File: config.mk
export PLATFORM = sky130hd
export DESIGN_NAME = fpu_ss_mem_responder
export DESIGN_NICKNAME = d
export VERILOG_FILES = /design/src/rtl/fpu_ss_pkg.sv /design/src/rtl/fpu_ss_mem_meta_fifo.sv /design/src/rtl/fpu_ss_mem_responder.sv
export SDC_FILE = /design/constraint.sdc
export NUM_CORES = 1
export LEC_CHECK = 0
export BUFFER_PORTS_ARGS = -buffer_cell sky130_fd_sc_hd__buf_4
export CORE_MARGIN = 4
export CORE_UTILIZATION = 40
export CTS_CLUSTER_DIAMETER = 50
export CTS_CLUSTER_SIZE = 25
export DETAILED_ROUTE_END_ITERATION = 16
export PLACE_DENSITY = 0.71
export RECOVER_POWER = 25
export SYNTH_ARGS = -nofsm -noshare
export SYNTH_HDL_FRONTEND = slang
export SYNTH_SLANG_ARGS = --single-unit
File: constraint.sdc
create_clock -name clk_i -period 1.7 [get_ports clk_i]
set_input_delay 0.085 -clock clk_i [delete_from_list [all_inputs] [get_ports clk_i]]
set_output_delay 0.085 -clock clk_i [all_outputs]
set_load 0.02 [all_outputs]
File: src/rtl/fpu_ss_pkg.sv
// Shared FPU subsystem types: per-transaction metadata carried from the bus grant to the response.
package fpu_ss_pkg;

  localparam int unsigned FPU_SS_ID_W = 4;

  typedef struct packed {
    logic [FPU_SS_ID_W-1:0] id;
    logic                   we;
  } mem_resp_meta_t;

  typedef enum logic [0:0] {
    MEM_ST_IDLE = 1'b0,
    MEM_ST_REQ  = 1'b1
  } mem_resp_state_e;

endpackage

File: src/rtl/fpu_ss_mem_meta_fifo.sv
// In-order FIFO of granted-transaction metadata; the head is read combinationally.
// Push and pop may coincide while non-empty; the depth matches the outstanding limit.
module fpu_ss_mem_meta_fifo
  import fpu_ss_pkg::*;
#(
  parameter int unsigned DEPTH = 2
) (
  input  logic           clk_i,
  input  logic           rst_i,
  input  logic           push_i,
  input  mem_resp_meta_t push_dat_i,
  input  logic           pop_i,
  output mem_resp_meta_t pop_dat_o,
  output logic           full_o,
  output logic           empty_o
);

  localparam int unsigned PTR_W = (DEPTH > 1) ? $clog2(DEPTH) : 1;
  localparam int unsigned CNT_W = $clog2(DEPTH + 1);

  mem_resp_meta_t mem_q [DEPTH];
  mem_resp_meta_t mem_d [DEPTH];
  logic [PTR_W-1:0] wr_ptr_q, wr_ptr_d, rd_ptr_q, rd_ptr_d;
  logic [CNT_W-1:0] cnt_q, cnt_d;
  logic do_push, do_pop;

  assign full_o    = (cnt_q == CNT_W'(DEPTH));
  assign empty_o   = (cnt_q == '0);
  assign pop_dat_o = mem_q[rd_ptr_q];

  always_comb begin
    mem_d    = mem_q;
    wr_ptr_d = wr_ptr_q;
    rd_ptr_d = rd_ptr_q;
    do_push  = push_i && (!full_o || pop_i);
    do_pop   = pop_i && !empty_o;
    if (do_push) begin
      mem_d[wr_ptr_q] = push_dat_i;
      wr_ptr_d = (wr_ptr_q == PTR_W'(DEPTH - 1)) ? '0 : wr_ptr_q + PTR_W'(1);
    end
    if (do_pop) begin
      rd_ptr_d = (rd_ptr_q == PTR_W'(DEPTH - 1)) ? '0 : rd_ptr_q + PTR_W'(1);
    end
    cnt_d = cnt_q + CNT_W'(do_push) - CNT_W'(do_pop);
  end

  always_ff @(posedge clk_i) begin
    if (rst_i) begin
      mem_q    <= '{default: '0};
      wr_ptr_q <= '0;
      rd_ptr_q <= '0;
      cnt_q    <= '0;
    end else begin
      mem_q    <= mem_d;
      wr_ptr_q <= wr_ptr_d;
      rd_ptr_q <= rd_ptr_d;
      cnt_q    <= cnt_d;
    end
  end

endmodule

File: src/rtl/fpu_ss_mem_responder.sv
// Bridges x_mem requests onto an OBI-style data bus and returns one in-order result per request.
// Bus request follows the handshake by one cycle; result follows rvalid by one cycle; results are never stalled.
module fpu_ss_mem_responder
  import fpu_ss_pkg::*;
#(
  parameter int unsigned ADDR_WIDTH      = 32,
  parameter int unsigned DATA_WIDTH      = 32,
  parameter int unsigned ID_WIDTH        = 4,
  parameter int unsigned MAX_OUTSTANDING = 2
) (
  input  logic                    clk_i,
  input  logic                    rst_i,
  input  logic                    x_mem_valid_i,
  output logic                    x_mem_ready_o,
  input  logic [ID_WIDTH-1:0]     x_mem_req_id_i,
  input  logic [ADDR_WIDTH-1:0]   x_mem_req_addr_i,
  input  logic                    x_mem_req_we_i,
  input  logic [DATA_WIDTH/8-1:0] x_mem_req_be_i,
  input  logic [DATA_WIDTH-1:0]   x_mem_req_wdata_i,
  input  logic                    x_mem_req_last_i,
  input  logic                    x_mem_req_spec_i,
  output logic                    x_mem_result_valid_o,
  output logic [ID_WIDTH-1:0]     x_mem_result_id_o,
  output logic [DATA_WIDTH-1:0]   x_mem_result_rdata_o,
  output logic                    x_mem_result_err_o,
  output logic                    data_req_o,
  input  logic                    data_gnt_i,
  output logic [ADDR_WIDTH-1:0]   data_addr_o,
  output logic                    data_we_o,
  output logic [DATA_WIDTH/8-1:0] data_be_o,
  output logic [DATA_WIDTH-1:0]   data_wdata_o,
  input  logic                    data_rvalid_i,
  input  logic [DATA_WIDTH-1:0]   data_rdata_i,
  input  logic                    data_err_i,
  output logic                    busy_o,
  output logic                    protocol_err_o
);

  localparam int unsigned CNT_W = $clog2(MAX_OUTSTANDING + 1);

  mem_resp_state_e state_q, state_d;
  logic [ADDR_WIDTH-1:0]   addr_q, addr_d;
  logic                    we_q, we_d;
  logic [DATA_WIDTH/8-1:0] be_q, be_d;
  logic [DATA_WIDTH-1:0]   wdata_q, wdata_d;
  logic [ID_WIDTH-1:0]     id_q, id_d;
  logic [CNT_W-1:0]        count_q, count_d;
  logic                    res_vld_q, res_vld_d, res_err_q, res_err_d;
  logic [ID_WIDTH-1:0]     res_id_q, res_id_d;
  logic [DATA_WIDTH-1:0]   res_rdata_q, res_rdata_d;
  logic                    prot_err_q, prot_err_d;
  logic                    push, pop, fifo_full, fifo_empty;
  mem_resp_meta_t          push_meta, head_meta;
  logic                    unused_inputs;

  // last/spec carry no information for single-beat, always-performed requests.
  assign unused_inputs = ^{x_mem_req_last_i, x_mem_req_spec_i, fifo_full, fifo_empty};

  assign x_mem_ready_o        = (state_q == MEM_ST_IDLE) && (count_q < CNT_W'(MAX_OUTSTANDING));
  assign data_req_o           = (state_q == MEM_ST_REQ);
  assign data_addr_o          = addr_q;
  assign data_we_o            = we_q;
  assign data_be_o            = be_q;
  assign data_wdata_o         = wdata_q;
  assign busy_o               = (state_q == MEM_ST_REQ) || (count_q != '0);
  assign protocol_err_o       = prot_err_q;
  assign x_mem_result_valid_o = res_vld_q;
  assign x_mem_result_id_o    = res_id_q;
  assign x_mem_result_rdata_o = res_rdata_q;
  assign x_mem_result_err_o   = res_err_q;
  assign push_meta.id         = FPU_SS_ID_W'(id_q);
  assign push_meta.we         = we_q;

  always_comb begin
    state_d     = state_q;
    addr_d      = addr_q;
    we_d        = we_q;
    be_d        = be_q;
    wdata_d     = wdata_q;
    id_d        = id_q;
    res_vld_d   = 1'b0;
    res_id_d    = res_id_q;
    res_rdata_d = res_rdata_q;
    res_err_d   = res_err_q;
    prot_err_d  = prot_err_q;
    push        = 1'b0;
    pop         = 1'b0;
    case (state_q)
      MEM_ST_IDLE: begin
        if (x_mem_valid_i && x_mem_ready_o) begin
          addr_d  = x_mem_req_addr_i;
          we_d    = x_mem_req_we_i;
          be_d    = x_mem_req_be_i;
          wdata_d = x_mem_req_wdata_i;
          id_d    = x_mem_req_id_i;
          state_d = MEM_ST_REQ;
        end
      end
      default: begin
        if (data_gnt_i) begin
          push    = 1'b1;
          state_d = MEM_ST_IDLE;
        end
      end
    endcase
    if (data_rvalid_i) begin
      if (count_q != '0) begin
        pop         = 1'b1;
        res_vld_d   = 1'b1;
        res_id_d    = ID_WIDTH'(head_meta.id);
        res_rdata_d = head_meta.we ? '0 : data_rdata_i;
        res_err_d   = data_err_i;
      end else begin
        prot_err_d = 1'b1;
      end
    end
    count_d = count_q + CNT_W'(push) - CNT_W'(pop);
  end

  always_ff @(posedge clk_i) begin
    if (rst_i) begin
      state_q     <= MEM_ST_IDLE;
      addr_q      <= '0;
      we_q        <= 1'b0;
      be_q        <= '0;
      wdata_q     <= '0;
      id_q        <= '0;
      count_q     <= '0;
      res_vld_q   <= 1'b0;
      res_id_q    <= '0;
      res_rdata_q <= '0;
      res_err_q   <= 1'b0;
      prot_err_q  <= 1'b0;
    end else begin
      state_q     <= state_d;
      addr_q      <= addr_d;
      we_q        <= we_d;
      be_q        <= be_d;
      wdata_q     <= wdata_d;
      id_q        <= id_d;
      count_q     <= count_d;
      res_vld_q   <= res_vld_d;
      res_id_q    <= res_id_d;
      res_rdata_q <= res_rdata_d;
      res_err_q   <= res_err_d;
      prot_err_q  <= prot_err_d;
    end
  end

  fpu_ss_mem_meta_fifo #(
    .DEPTH(MAX_OUTSTANDING)
  ) u_meta_fifo (
    .clk_i     (clk_i),
    .rst_i     (rst_i),
    .push_i    (push),
    .push_dat_i(push_meta),
    .pop_i     (pop),
    .pop_dat_o (head_meta),
    .full_o    (fifo_full),
    .empty_o   (fifo_empty)
  );

endmodule

==> impl_summary.md <==
Timing
The final critical path takes up 92.74% of the cycle. Setup violations remaining at the end of the flow were counted as 0. The slack of the critical path is 123.4 ps. For this run, the top clock speed supported by timing is 634.3 MHz.

On the final layout, the worst clock skew is 8.033 ps. Measured against its own limit, the worst slew margin works out to 66.42%. Setup repair after global routing left no endpoint under its margin. The slew at the pin closest to its max-slew limit is 503.6 ps. The count of endpoints failing hold in the final timing report is 0. The routed design could run at a clock period as short as 1577 ps. The number of slew-limit violations in the final report came to 0.

Global routing
The largest net degree at the start of global routing is 74. The global-route wire length before repair is 25,460 um. The global-route total usage across every layer is 22.48%. The initial antenna violation count is 0. The leftover overflow at the end of global routing is 0. The number of global-route vias before repair is 5,012.

Clocking
The total number of clock tree sinks is 129. The clock-pin slew of the registers on the worst-case setup and hold paths is 60 ps. The clock latency at the later pin of the worst-skew pair is 410 ps. The number of setup buffers added after CTS is 0. The CTS tree is done. The buffer cell driving the clock tree root is clkbuf_16. In this run, CTS created clock tree buffers numbering 17. In this run the number of H-tree levels came out at 4. The maximum clock path buffer count is 2.

Routing
The number of remaining DRC errors is 0. The routed via count is 4,824. For this block, the initial DRC count from the detailed router was 238. The count of nets left with antenna violations once routing finished came out at 0.

The routed via count divided by cell count is 4.810. The total iterations of the first detailed-routing run is 4. After detailed routing, the average wire length per cell comes to 15.27 um.

The routed design has 15,320 um of wire.

Setup path
The top fanout value on the critical path is 4. The critical path class is reg2reg. The worst setup path is captured at a flip-flop. STA puts the critical path data arrival time at 1860 ps. STA puts the critical path data required time at 1980 ps. The worst setup path is launched from a flip-flop.

Floorplan
The die outline width is 117.9 um. The floorplan has 39 rows. The die covers 13,910 um^2. The initial standard-cell utilization of the core is 41.63%. The I/O pin total is 224. The core region is 11,610 um^2. The die height is 117.9 um.

Finish
The fraction of layout instances using a drive strength above 1 is 32.56%. The finished cells cover 8108 um^2. The area growth from synthesis to layout is 67.70%.

Leaving out fill and tap cells, the most frequent cell in the layout is buf_4. In the layout the commonest cells are buf_4 (168), nand2_1 (148), dfxtp_1 (127). The net count reported at finish is 963. The repair_antennas step left the layout with diodes totalling 0.

Logic synthesis
In this run, synthesis produced a sequential element count of 129. Sequential cells were found to cover 53.42% of the synthesized design area. Counting distinct cell types in the post-synthesis netlist gives 29. The net count after synthesis is 642.

For this run, asynchronously set or reset flops after synthesis account for 0%. The average instance in the mapped netlist occupies 9.191 um^2. The area of the mapped netlist is 4835 um^2. During synthesis, Yosys emitted a total of 0 warnings. The synthesized design contains 0 enable-type register cells. In the synthesized netlist the dominant register cell turns out to be dfxtp_1. Counting every instance in the synthesized netlist gives 526.

Pwr
Dividing total power by cell area gives a power density of 1246 nW/um^2. Across the VDD grid, the largest voltage drop is 611.8 uV. The post-route total power is 10.11 mW.

The analysis attributes to cell leakage a power of 3.308 nW.

Place
The detailed-placement wirelength estimate is 9226 um. The placed instances occupy a cell area of 6634 um^2. The worst setup slack before clock tree synthesis is 104.6 ps. The number of I/O port buffers is 221. The weighted congestion reported at the end of routability-driven placement is 0.7488.

Min path
The path type of the worst min-delay path is in2reg.

Status
The flow ran to the end, and the final reports show no timing, DRC or antenna violations.

Run
The count of maximum capacitance violations is 0.
[sequential cells by signal, summed over array words and instances, names as in the netlist]
register,cells
count_q,2
data_addr_o,32
data_be_o,4
data_req_o,1
data_wdata_o,32
data_we_o,1
id_q,4
protocol_err_o,1
u_meta_fifo.cnt_q,2
u_meta_fifo.mem_q,10
u_meta_fifo.rd_ptr_q,1
u_meta_fifo.wr_ptr_q,1
x_mem_result_err_o,1
x_mem_result_id_o,4
x_mem_result_rdata_o,32
x_mem_result_valid_o,1
[power by group]
part           total, mW  internal [mW]  switching, mW
combinational       2.72           1.15           1.57
sequential          3.67           3.42          0.252
clock               3.72           2.38           1.34
[final timing paths]
| check | start | to | slack (ps) | depth (start not counted) |
|---|---|---|---|---|
| worst min-delay path | x_mem_valid_i | data_req_o$_SDFF_PP0_ | 50 | 3 |
| worst max register to register | count_q[0]$_SDFF_PP0_ | u_meta_fifo.cnt_q[1]$_SDFF_PP0_ | 120 | 6 |
| worst max-delay path | count_q[0]$_SDFF_PP0_ | u_meta_fifo.cnt_q[1]$_SDFF_PP0_ | 120 | 6 |
| worst min register to register | data_addr_o[5]$_SDFFE_PP0P_ | data_addr_o[5]$_SDFFE_PP0P_ | 450 | 2 |
[area by class of cell]
type                       count  area, um^2
tap                          143       178.9
inverter                       3       16.27
clock buffer                  19       452.9
sequential                   129        2585
timing repair buffer         340        2664
multi-input combinational    356        2049
fill                         847        3506
clock inverter                13       161.4
[logic make-up (layout without fill, tap and decap cells)]
kind of cell	Yosys count	after routing	share of synthesized area, %
adders and majority gates	3	3	0.7765
AOI/OAI and AO/OA	118	118	18.43
DFF	129	129	53.42
muxes	14	14	2.898
buffers and inverters	41	375	4.580
xor gates and xnor gates	6	6	1.087
and+or+nand+nor	215	215	18.81
[layer usage]
metal | share of wire [%] | track usage, %
met1 | 39 | 24.88
met2 | 50 | 38.63
met3 | 7.1 | 7.544
met4 | 3.3 | 10.92
met5 | 0 | 0
[per-stage QoR]
stage	cells	hold WS, ps	setup TNS, ps	util (%)
detailed placement	863	317.7	0	57.12
global placement	863	314.2	0	57.12
CTS	1003	29.19	0	71.72
floorplan	526	219.5	-36.73	-
finish	1003	54.67	0	69.81
global route	1003	82.43	0	69.81
[synthesized netlist by cell type (3+ instances only)]
master | n | area [um^2]
nand2_1 | 149 | 559.3
dfxtp_1 | 129 | 2582
buf_2 | 15 | 75.07
buf_6 | 5 | 56.30
clkbuf_1 | 15 | 56.30
a211oi_4 | 3 | 60.06
nor2_1 | 26 | 97.59
nor2b_1 | 3 | 18.77
nor2_2 | 30 | 187.7
buf_4 | 3 | 22.52
mux2i_1 | 14 | 140.1
a22oi_2 | 30 | 375.4
ha_1 | 3 | 37.54
a21oi_1 | 77 | 385.4
xnor2_1 | 4 | 35.03
a211oi_1 | 4 | 30.03
[critical path: stages (launching register included)]
cell and delay, ps:
dfxtp_2 340, o21ai_4 240, nor2_1 120, ha_1 350
a211oi_4 190, xnor2_1 160, nor2_1 60
[repair_timing]
item,4_1_cts,5_1_grt
resized for setup,0,0
hold endpoints to repair,108,0
hold buffers,108,0
Note: power is estimated with default switching activity, not from simulation.
